## src/rtl/serial_pkg.sv

```systemverilog
`default_nettype none
// ---------------------------------------------------------------------------
// serial_pkg : shared types and helpers for the serial shift-link receivers
// Rev 1.0
// ---------------------------------------------------------------------------
package serial_pkg;

   localparam int SER_WORD_W_DEFAULT = 4;

   typedef enum logic [0:0] {
      ST_EMPTY = 1'b0,
      ST_FULL  = 1'b1
   } buf_state_e;

   function automatic int cnt_width(input int w);
      return $clog2(w);
   endfunction

endpackage
`default_nettype wire

```

## src/rtl/sipo_collect.sv

```systemverilog
`default_nettype none
// ---------------------------------------------------------------------------
// sipo_collect : MSB-first bit assembler with frame_sync realignment
// Rev 1.0
// ---------------------------------------------------------------------------
module sipo_collect
   import serial_pkg::*;
#(
   parameter int WIDTH = SER_WORD_W_DEFAULT
) (
   input  logic             clk,
   input  logic             rst_n,
   input  logic             shift_en_i,
   input  logic             data_in_i,
   input  logic             frame_sync_i,
   output logic             word_done_o,
   output logic [WIDTH-1:0] word_o
);

   localparam int             CW     = cnt_width(WIDTH);
   localparam logic [CW-1:0]  C_LAST = CW'(WIDTH - 1);
   localparam logic [CW-1:0]  C_ONE  = CW'(1);

   logic [WIDTH-2:0] shreg_q, shreg_d;
   logic [WIDTH-2:0] w_shift;
   logic [CW-1:0]    cnt_q, cnt_d;

   generate
      if (WIDTH == 2) begin : g_shift_w2
         assign w_shift = data_in_i;
      end else begin : g_shift_wn
         assign w_shift = {shreg_q[WIDTH-3:0], data_in_i};
      end
   endgenerate

   // A frame_sync bit is always an MSB, so it can never close a word.
   assign word_done_o = shift_en_i & ~frame_sync_i & (cnt_q == C_LAST);
   assign word_o      = {shreg_q, data_in_i};

   always_comb begin
      shreg_d = shreg_q;
      cnt_d   = cnt_q;
      if (frame_sync_i) begin
         shreg_d = '0;
         if (shift_en_i) begin
            shreg_d[0] = data_in_i;
            cnt_d      = C_ONE;
         end else begin
            cnt_d      = '0;
         end
      end else if (shift_en_i) begin
         shreg_d = w_shift;
         cnt_d   = word_done_o ? '0 : cnt_q + C_ONE;
      end
   end

   always_ff @(posedge clk or negedge rst_n) begin
      if (!rst_n) begin
         shreg_q <= '0;
         cnt_q   <= '0;
      end else begin
         shreg_q <= shreg_d;
         cnt_q   <= cnt_d;
      end
   end

endmodule
`default_nettype wire

```

## src/rtl/serial_word_deser.sv

```systemverilog
`default_nettype none
// ---------------------------------------------------------------------------
// serial_word_deser : serial-to-parallel receiver with one-entry output buffer
// Rev 1.0
// ---------------------------------------------------------------------------
module serial_word_deser
   import serial_pkg::*;
#(
   parameter int WIDTH = SER_WORD_W_DEFAULT
) (
   input  logic             clk,
   input  logic             rst_n,
   input  logic             shift_en,
   input  logic             data_in,
   input  logic             frame_sync,
   output logic [WIDTH-1:0] word_out,
   output logic             word_valid,
   input  logic             word_ready,
   output logic             overrun,
   input  logic             overrun_clr
);

   logic             w_done;
   logic [WIDTH-1:0] w_word;

   buf_state_e       state_q;
   logic [WIDTH-1:0] word_q;
   logic             valid_q;
   logic             ovr_q;

   sipo_collect #(
      .WIDTH (WIDTH)
   ) u_collect (
      .clk          (clk),
      .rst_n        (rst_n),
      .shift_en_i   (shift_en),
      .data_in_i    (data_in),
      .frame_sync_i (frame_sync),
      .word_done_o  (w_done),
      .word_o       (w_word)
   );

   always_ff @(posedge clk or negedge rst_n) begin
      if (!rst_n) begin
         state_q <= ST_EMPTY;
         word_q  <= '0;
         valid_q <= 1'b0;
         ovr_q   <= 1'b0;
      end else begin
         // Set has priority over clear so a drop is never lost.
         if (w_done && (state_q == ST_FULL) && !word_ready) begin
            ovr_q <= 1'b1;
         end else if (overrun_clr) begin
            ovr_q <= 1'b0;
         end

         case (state_q)
            ST_EMPTY: begin
               if (w_done) begin
                  word_q  <= w_word;
                  valid_q <= 1'b1;
                  state_q <= ST_FULL;
               end
            end
            ST_FULL: begin
               if (word_ready) begin
                  if (w_done) begin
                     word_q <= w_word;
                  end else begin
                     valid_q <= 1'b0;
                     state_q <= ST_EMPTY;
                  end
               end
            end
            default: begin
               valid_q <= 1'b0;
               state_q <= ST_EMPTY;
            end
         endcase
      end
   end

   assign word_out   = word_q;
   assign word_valid = valid_q;
   assign overrun    = ovr_q;

endmodule
`default_nettype wire

```

## config.mk

```make
export PLATFORM = sky130hd
export DESIGN_NAME = serial_word_deser
export DESIGN_NICKNAME = d
export VERILOG_FILES = /design/src/rtl/serial_pkg.sv /design/src/rtl/sipo_collect.sv /design/src/rtl/serial_word_deser.sv
export SDC_FILE = /design/constraint.sdc
export NUM_CORES = 1
export LEC_CHECK = 0
export CAP_MARGIN = 20
export CORE_AREA = 3 3 40 42
export CTS_BUF_LIST = sky130_fd_sc_hd__clkbuf_8
export DETAILED_ROUTE_END_ITERATION = 8
export DIE_AREA = 0 0 43 45
export PLACE_DENSITY = 0.69
export SYNTH_ARGS = -nofsm -noshare
export SYNTH_HDL_FRONTEND = slang
export SYNTH_SLANG_ARGS = --single-unit
```

## constraint.sdc

```tcl
create_clock -name clk -period 1.4 [get_ports clk]
set_clock_uncertainty 0.05 [all_clocks]
set_input_delay 0.28 -clock clk [delete_from_list [all_inputs] [get_ports clk]]
set_output_delay 0.28 -clock clk [all_outputs]
set_load 0.005 [all_outputs]
```

==> reports/metrics.csv, run 1 <==
metric,value,unit
clock-sinks,12,
synth.yosys.seq_area_share,0.567,
r2r_start,u_collect.cnt_q[0]$_DFFE_PN0P_,
layout-drive-gt1-share,0.328,
routed.top_layer,met3,
path_max_fanout,4,
nets,71,
synth_area_leaders,"dfrtp_1 (57%), mux2i_1 (5.7%), ha_1 (4.7%)",
area_delta_synth_final,47.8,%
fill_cells,110,
cts_tree,done,
yosysWarnings,0,
clk_latency,0.24,ns
cp_num_buf_inv,0,
min_period_over_period,0.979,
syn_nets,48,
avgSynthCellArea,13.6,um^2
placed_area,694,um^2
vias,364,
detail_route.iter0.violations,3,
p_comb_frac,0.205,
wl_per_cell,14.7,um
coreArea,1280,um^2
design_area,782,um^2
leakagePower,0.428,nW
grt_pass1_vias,405,
status,completed,
r2r_end,word_out[1]$_DFFE_PN0P_,
grt_pass1_wl,1.77,mm
drv_cap,0,
crit_family,multiplexers,
fp.dieArea,1940,um^2
fp.dieW,43,um
finalHoldViolations,0,
route.met3.wl,43,um
max_freq,730,MHz
pre_cts_ws,-0.273,ns
track_usage,0.134,
antenna_found_initial,0,
yosysTopAreaCell,dfrtp_1,
cp-start-kind,flip-flop,
hold_class,in -> async,
ys.flop_type,dfrtp_1,
yosys-top-cells-count,"dfrtp_1 (12), inv_1 (4), nor2_1 (4)",
worstPathRequired,1.47,ns
power_density,1310,nW/um^2
firstDrtPassIters,2,
async_flop_share,1.00,
power,0.00103,W
slew_headroom,0.879,
seqPwrFrac,0.427,
p_sw,0.000241,W
cp-end-kind,flip-flop,
worstPathArrival,1.45,ns
path_clk_slew,0.05,ns
cts_htree_levels,1,
syn_area,529,um^2
synth.distinct_cells,16,
p_int,0.000786,W
rows,13,
synthCells,39,
wl_met2,644,um
tightest_slew,0.176,ns
die_y,45,um
synth_edf_count,0,
io_buffers,12,
n_antenna_cell,0,
ys_ff_latch,12,
gp_congestion,0.673,
ff2ff_path_depth,4,
worst-setup-path-type,reg -> reg,
timing.final.ws_setup,0.0293,ns
drtAntennaViolNets,0,
crit_slowest_cell,mux2_2,
clkPwrFrac,0.368,
reg2reg_setup_slack,0.03,ns
switching_share,0.235,
vias_per_cell,4.79,
grt_max_degree,13,
yosysMostFrequentCell,dfrtp_1,
setup_violations,0,
wl,1.12,mm
rsz0062_at_grt,yes,
drc,0,
cts_made_buffers,3,
start_util,0.412,
slew_violations,0,
wl_met1,429,um
synth_top_area_frac,0.567,
io_pins,13,
peakVddDrop,865,uV
root_buffer,clkbuf_8,
clk_path_buf_depth,2,
utilization,0.609,
grt-ovfl-total,0,
cts_hold_buf,0,
finalCriticalPeriod,1.37,ns
cp_slowest_stage_delay,0.36,ns
post-dp-hpwl,784,um
critical_path.cell_chain,ha_2 > nand3b_4 > a21oi_4 > mux2_2,
## sequential cells by signal, indices dropped and copies added (netlist names)
signal,flops
u_collect.shreg_q,3
word_valid,1
u_collect.cnt_q,2
word_out,4
overrun,1
state_q,1
## final cells by class
cell class | instances | area (um^2) | area share
Sequential cell | 12 | 300 | 0.384
Timing Repair Buffer | 19 | 170 | 0.218
Inverter | 4 | 17.5 | 0.0224
Multi-Input combinational cell | 22 | 220 | 0.282
Tap cell | 15 | 18.8 | 0.0240
Clock buffer | 4 | 55.1 | 0.0704
## cell usage in the layout (no fill, tap or decap)
cell type,instances
clkbuf_8,4
dlygate4sd2_1,6
inv_4,1
a22o_2,1
ha_2,1
nor2_1,4
a21oi_4,1
buf_4,7
clkdlybuf4s50_1,4
nand2b_1,1
nand2_2,1
o21ai_0,1
mux2i_1,3
dlymetal6s2s_1,2
nand3b_4,1
a22o_1,2
ha_4,1
mux2_1,2
mux2_2,2
inv_1,3
xnor2_1,1
dfrtp_1,12
## kinds of logic (layout without fill, tap and decap cells)
family                   count (synthesis)  in the layout  share of synthesized area
adder cells (fa/ha/maj)                  2              2                     0.0473
XOR/XNOR                                 1              1                     0.0166
buffers and inverters                    5             27                     0.0496
AND/OR/NAND/NOR                          7              7                     0.0851
multiplexers                             7              7                      0.142
flip-flops                              12             12                      0.567
AO/OA/AOI/OAI                            5              5                     0.0922
## layer usage
layer	vias to the layer above	GRT usage
li1	174	-
met1	184	0.143
met4	0	0.108
met5	-	0
met2	6	0.225
met3	0	0.0359
## power by group through the flow
stage                     combinational (W)  clock (W)  sequential [W]
after floorplan                   0.0000776          0        0.000442
after global placement             0.000208          0        0.000443
after detailed placement           0.000215          0        0.000449
after CTS                          0.000204   0.000387        0.000440
after global routing               0.000229   0.000406        0.000446
final                              0.000210   0.000378        0.000439
## how the worst max path moves through the flow
stage | cells after the start | endpoint | slack [ns] | startpoint
6_report | 4 | word_out[1]$_DFFE_PN0P_ | 0.03 | u_collect.cnt_q[0]$_DFFE_PN0P_
5_1_grt | 4 | word_out[1]$_DFFE_PN0P_ | -0.04 | u_collect.cnt_q[1]$_DFFE_PN0P_
2_1_floorplan | 6 | word_valid$_DFFE_PN0P_ | 0.01 | u_collect.cnt_q[0]$_DFFE_PN0P_
3_5_place_dp | 6 | word_valid$_DFFE_PN0P_ | -0.27 | frame_sync
4_1_cts | 6 | word_valid$_DFFE_PN0P_ | 0.008 | u_collect.cnt_q[1]$_DFFE_PN0P_
3_3_place_gp | 6 | word_valid$_DFFE_PN0P_ | -0.25 | frame_sync
## stage by stage
stage | instances | hold WS (ns) | TNS, ns
global route | 76 | 0.301 | -0.133
detailed placement | 70 | 0.437 | -1.37
finish | 76 | 0.289 | 0
CTS | 75 | 0.294 | 0
global placement | 70 | 0.434 | -1.22
floorplan | 39 | -0.0656 | 0
## repair_timing
item / CTS / global route
buffers inserted: 1 / 1
resized for setup: 9 / 4
setup endpoints to repair: 7 / 5
pin swaps: 1 / 4
Note: power is estimated with default switching activity, not from simulation.
==> inputs of run 2 (changes only) <==
CTS_CLUSTER_DIAMETER = 100   (was default)
==> results of run 2 <==
Final layout, timing and power as in run 1 (identical DEF).
==> inputs of run 3 (changes only) <==
==> constraint.sdc (replaced) <==
create_clock -name clk -period 1.4 [get_ports clk]
set_clock_uncertainty 0.05 [all_clocks]
set_input_delay 0.28 -clock clk [delete_from_list [all_inputs] [get_ports clk]]
set_output_delay 0.28 -clock clk [all_outputs]
set_load 0.01 [all_outputs]
==> run 3 against run 2 <==
Against the previous run: maximum frequency shrank 0.15%; count of clock-buffer cells in the layout is the same; routed wire length shrank 0.81%; global-route usage grew 0.17 points; cell count shrank 1.3%; die area is the same; worst setup slack lost 0.0020 ns; flip-flop and latch count is the same; critical path type unchanged; critical endpoint unchanged.
==> reports/metrics.csv, run 3 (synthesized netlist as in run 1, its figures left out) <==
metric,value,unit,change
status,completed,,unchanged
reg2reg_setup_slack,0.03,ns,about the same
rsz0062_at_grt,yes,,unchanged
grt_pass1_vias,408,,was 405
power_density,1330,nW/um^2,was 1310 nW/um^2
post-dp-hpwl,784,um,unchanged
slew_violations,0,,unchanged
fp.dieW,43,um,unchanged
antenna_found_initial,0,,unchanged
cts_made_buffers,3,,unchanged
cts_hold_buf,0,,unchanged
area_delta_synth_final,46.3,%,was 47.8%
cp-start-kind,flip-flop,,unchanged
clk_latency,0.24,ns,about the same
drv_cap,0,,unchanged
cts_tree,done,,unchanged
finalCriticalPeriod,1.37,ns,about the same
utilization,0.603,,was 0.609
worstPathRequired,1.47,ns,about the same
io_buffers,12,,unchanged
min_period_over_period,0.981,,was 0.979
clock-sinks,12,,unchanged
nets,70,,was 71
tightest_slew,0.174,ns,was 0.176 ns
place_inst,70,,unchanged
worst-setup-path-type,reg -> reg,,unchanged
drtAntennaViolNets,0,,unchanged
vias_per_cell,4.80,,was 4.79
whs,0.289,ns,about the same
slew_headroom,0.881,,was 0.879
n_antenna_cell,0,,unchanged
track_usage,0.136,,was 0.134
detail_route.iter0.violations,2,,was 3
clk_path_buf_depth,2,,unchanged
peakVddDrop,872,uV,was 865 uV
path_max_fanout,4,,unchanged
seq_area,300,um^2,unchanged
multiInputGateArea,220,um^2,unchanged
setup_tns,0,ns,unchanged
gp_congestion,0.673,,unchanged
io_pins,13,,unchanged
root_buffer,clkbuf_8,,unchanged
leakagePower,0.423,nW,was 0.428 nW
fill_cells,110,,unchanged
coreArea,1280,um^2,unchanged
cts_htree_levels,1,,unchanged
wl_per_cell,14.8,um,was 14.7 um
rows,13,,unchanged
final_cell_mix,"dfrtp_1 (12), dlygate4sd2_1 (6), buf_4 (6)",,"was dfrtp_1 (12), buf_4 (7), dlygate4sd2_1 (6)"
max_freq,728,MHz,was 730 MHz
path_clk_slew,0.05,ns,about the same
grt-ovfl-total,0,,unchanged
start_util,0.412,,unchanged
worstPathArrival,1.45,ns,about the same
vias,360,,was 364
grt_pass1_wl,1.81,mm,was 1.77 mm
firstDrtPassIters,4,,was 2
die_y,45,um,unchanged
fp.dieArea,1940,um^2,unchanged
grt_max_degree,13,,unchanged
drc,0,,unchanged
largest_reg_flops,4,,unchanged
setup_violations,0,,unchanged
final_common_cell,dfrtp_1,,unchanged
wl,1.11,mm,was 1.12 mm
hold_class,in -> async,,unchanged
design_area,774,um^2,was 782 um^2
placed_area,694,um^2,unchanged
finalHoldViolations,0,,unchanged
layout-drive-gt1-share,0.317,,was 0.328
cp-end-kind,flip-flop,,unchanged
final_cells,75,,was 76
[run 3: cell count changes in the layout (fill, tap and decap cells not counted)]
| cell | before | now |
|---|---|---|
| buf_4 | 7 | 6 |
[run 3: worst max-delay path, stage by stage, from the launching register on]
cell and delay (ns):
dfrtp_1 0.35, ha_2 0.20, nand3b_4 0.12, a21oi_4 0.19, mux2_2 0.36
[run 3: stage by stage]
stage | total power (W) | worst slack [ns]
after floorplan | 0.000536 | 0.0132
after global placement | 0.000669 | -0.254
after detailed placement | 0.000681 | -0.273
after CTS | 0.00104 | 0.0106
after global routing | 0.00108 | -0.0390
final | 0.00103 | 0.0272
[run 3: per-layer routing]
| metal | track usage | wire [um] | up-vias |
|---|---|---|---|
| li1 | - | - | 172 |
| met1 | 0.145 | 402 | 178 |
| met2 | 0.228 | 644 | 10 |
| met3 | 0.0359 | 62 | 0 |
| met4 | 0.108 | 0 | 0 |
| met5 | 0 | 0 | - |
[run 3: timing repair]
| item | 4_1_cts | 5_1_grt |
|---|---|---|
| buffers inserted | 1 | 0 |
| pin swaps | 0 | 4 |
| endpoints found under the setup margin | 7 | 5 |
| gates resized for setup | 9 | 4 |
[run 3: final cells by class]
type,count,share of cell area
Sequential cell,12,0.388
Inverter,4,0.0226
Timing Repair Buffer,18,0.210
Tap cell,15,0.0242
Clock buffer,4,0.0711
Multi-Input combinational cell,22,0.284
[run 3: path summary, 6_finish.rpt]
kind,from,end,depth (start not counted)
worst min register to register,overrun$_DFFE_PN0P_,overrun$_DFFE_PN0P_,1
worst min-delay path,rst_n,state_q$_DFF_PN0_,2
worst max register to register,u_collect.cnt_q[1]$_DFFE_PN0P_,word_out[1]$_DFFE_PN0P_,4
min in group clk,frame_sync,u_collect.shreg_q[1]$_DFFE_PN0P_,3
max in group asynchronous,rst_n,u_collect.cnt_q[0]$_DFFE_PN0P_,2
worst max-delay path,u_collect.cnt_q[1]$_DFFE_PN0P_,word_out[1]$_DFFE_PN0P_,4
[run 3: power by group]
group          internal, W  leakage (nW)  switching, W
registers         0.000404         0.157     0.0000357
logic             0.000122         0.237     0.0000905
clock network     0.000249        0.0288      0.000130
==> RTL change: new RTL, config.mk and constraints of run 3 <==
Change the package constant `SER_WORD_W_DEFAULT` from 4 to 3.
--- a/src/rtl/serial_pkg.sv
+++ b/src/rtl/serial_pkg.sv
@@ -6,5 +6,5 @@
 package serial_pkg;
 
-   localparam int SER_WORD_W_DEFAULT = 4;
+   localparam int SER_WORD_W_DEFAULT = 3;
 
    typedef enum logic [0:0] {
Interface: changed (resized word_out); port bits go from 13 to 12. The function was not compared with the original's and may differ.
==> RTL change against run 3 <==
Sequential cell count fell by 2; non-clock buffer count fell by 4; final area fell by 15%; via count fell by 11%; sequential power fell by 20%; synthesized cell count fell by 7.7%; setup slack improved by 7.3 ps; die area did not move; critical path type is now primary input to register; total power fell by 17%; register-to-register slack improved by 30 ps; synthesized area fell by 17%; routed wire length fell by 29%.
==> RTL change: results (changes against run 3) <==
Max-slew headroom 0.695 (-0.186); syn_nets 44 (-8.3%); Yosys cell types 15 (-1); largest fanout on the critical path 3 (-1); Largest stage delay, worst path 420 ps (+60 ps); number of global-route vias before repair 325 (-20%); Data arrival, critical path 1430 ps (-20 ps); Slowest cell on crit path clkdlybuf4s50_1; Hold Crit Class primary input to asynchronous set/reset pin; Clock transition at path regs 50 ps (about the same); Worst Reg-to-Reg Cells 3 (-1); first-pass GRT wire length 1340 um (-26%); CP delay by family, top simple AND/OR/NAND/NOR gates; Final GP Congestion 0.736 (+9.3%); main flop type after synthesis dfrtp_1; post-synthesis area per instance 12.3 um^2 (-9.6%); Seq/Total Area, Yosys 0.567 (-0.000804); # placed instances 65 (-7.1%); pre-CTS WS -247 ps (+25.7 ps); fillers 121 (+10%); Post-synth top cells 10 x dfrtp_1, 5 x nand2_1, 4 x nor2_1; peak supply drop 414 uV (-53%); placed cell area 593 um^2 (-15%); synth top area cells dfrtp_1 57%, mux2_4 10%, nand2_1 4.2%; post-cts gate resize count 6 (-3); post-CTS setup repair buffer count 0 (-1); input/output buffers 11 (-1); nets@finish 63 (-10%); largest net degree at the start of global routing 11 (-2); Routed WL 783 um (-29%); first-pass iteration count of the detailed router 3 (-1); routed len/inst 11.3 um (-23%); Leak 0.329 nW (-22%); Max clock buf depth 2 (unchanged); status finished clean; layout cells sized above 1 0.278 (-0.0389); max reg flops 3 (-1); Vias 321 (-11%); Tot GR Track Use 0.0934 (-0.0424)
RTL change: cell count changes after synthesis, sizes merged:
| cell | run 3 | this run |
|---|---|---|
| a21oi | 1 | 0 |
| a22o | 3 | 1 |
| and4bb | 0 | 1 |
| buf | 1 | 0 |
| dfrtp | 12 | 10 |
| ha | 2 | 1 |
| inv | 4 | 3 |
| mux2i | 3 | 1 |
| nand2 | 1 | 6 |
| nand3b | 1 | 0 |
| o21ai | 1 | 2 |
| o22ai | 0 | 1 |
| or2b | 0 | 1 |
| xnor2 | 1 | 0 |
RTL change: kinds of logic after synthesis:
family / count (synthesis) / synth area share
adders and majority gates: 1 / 0.0283
buffers and inverters: 3 / 0.0255
AOI/OAI and AO/OA: 4 / 0.0595
and+or+nand+nor: 13 / 0.170
muxes: 5 / 0.150
DFF: 10 / 0.567
RTL change: metal layers:
layer  part of all wire  GRT usage
met5                  0          0
met1               0.50      0.124
met3              0.072     0.0239
met2               0.43      0.138
met4                  0     0.0542
RTL change: report_power, final:
part           switching (W)  leakage [nW]  internal, W
clock network       0.000107        0.0288     0.000247
logic              0.0000599         0.170    0.0000895
registers          0.0000212         0.130     0.000330
total               0.000188         0.329     0.000666
RTL change: layout make-up:
type / instances / area [um^2] / share of cell area
multi-input combinational: 23 / 193 / 0.293
tap: 15 / 18.8 / 0.0286
sequential: 10 / 250 / 0.381
inverter: 3 / 11.3 / 0.0171
timing repair buffer: 14 / 129 / 0.196
clock buffer: 4 / 55.1 / 0.0838
RTL change: path summary, 6_finish.rpt:
check | start | end | slack, ps
setup / recovery | frame_sync | word_out[2] | 30
hold / removal | rst_n | word_out[1] | 320
setup reg to reg | u_collect.cnt_q[0] | word_out[2] | 60
hold reg to reg | word_valid | word_valid | 420
max in group asynchronous | rst_n | state_q | 670
min in group clk | word_valid | word_valid | 420
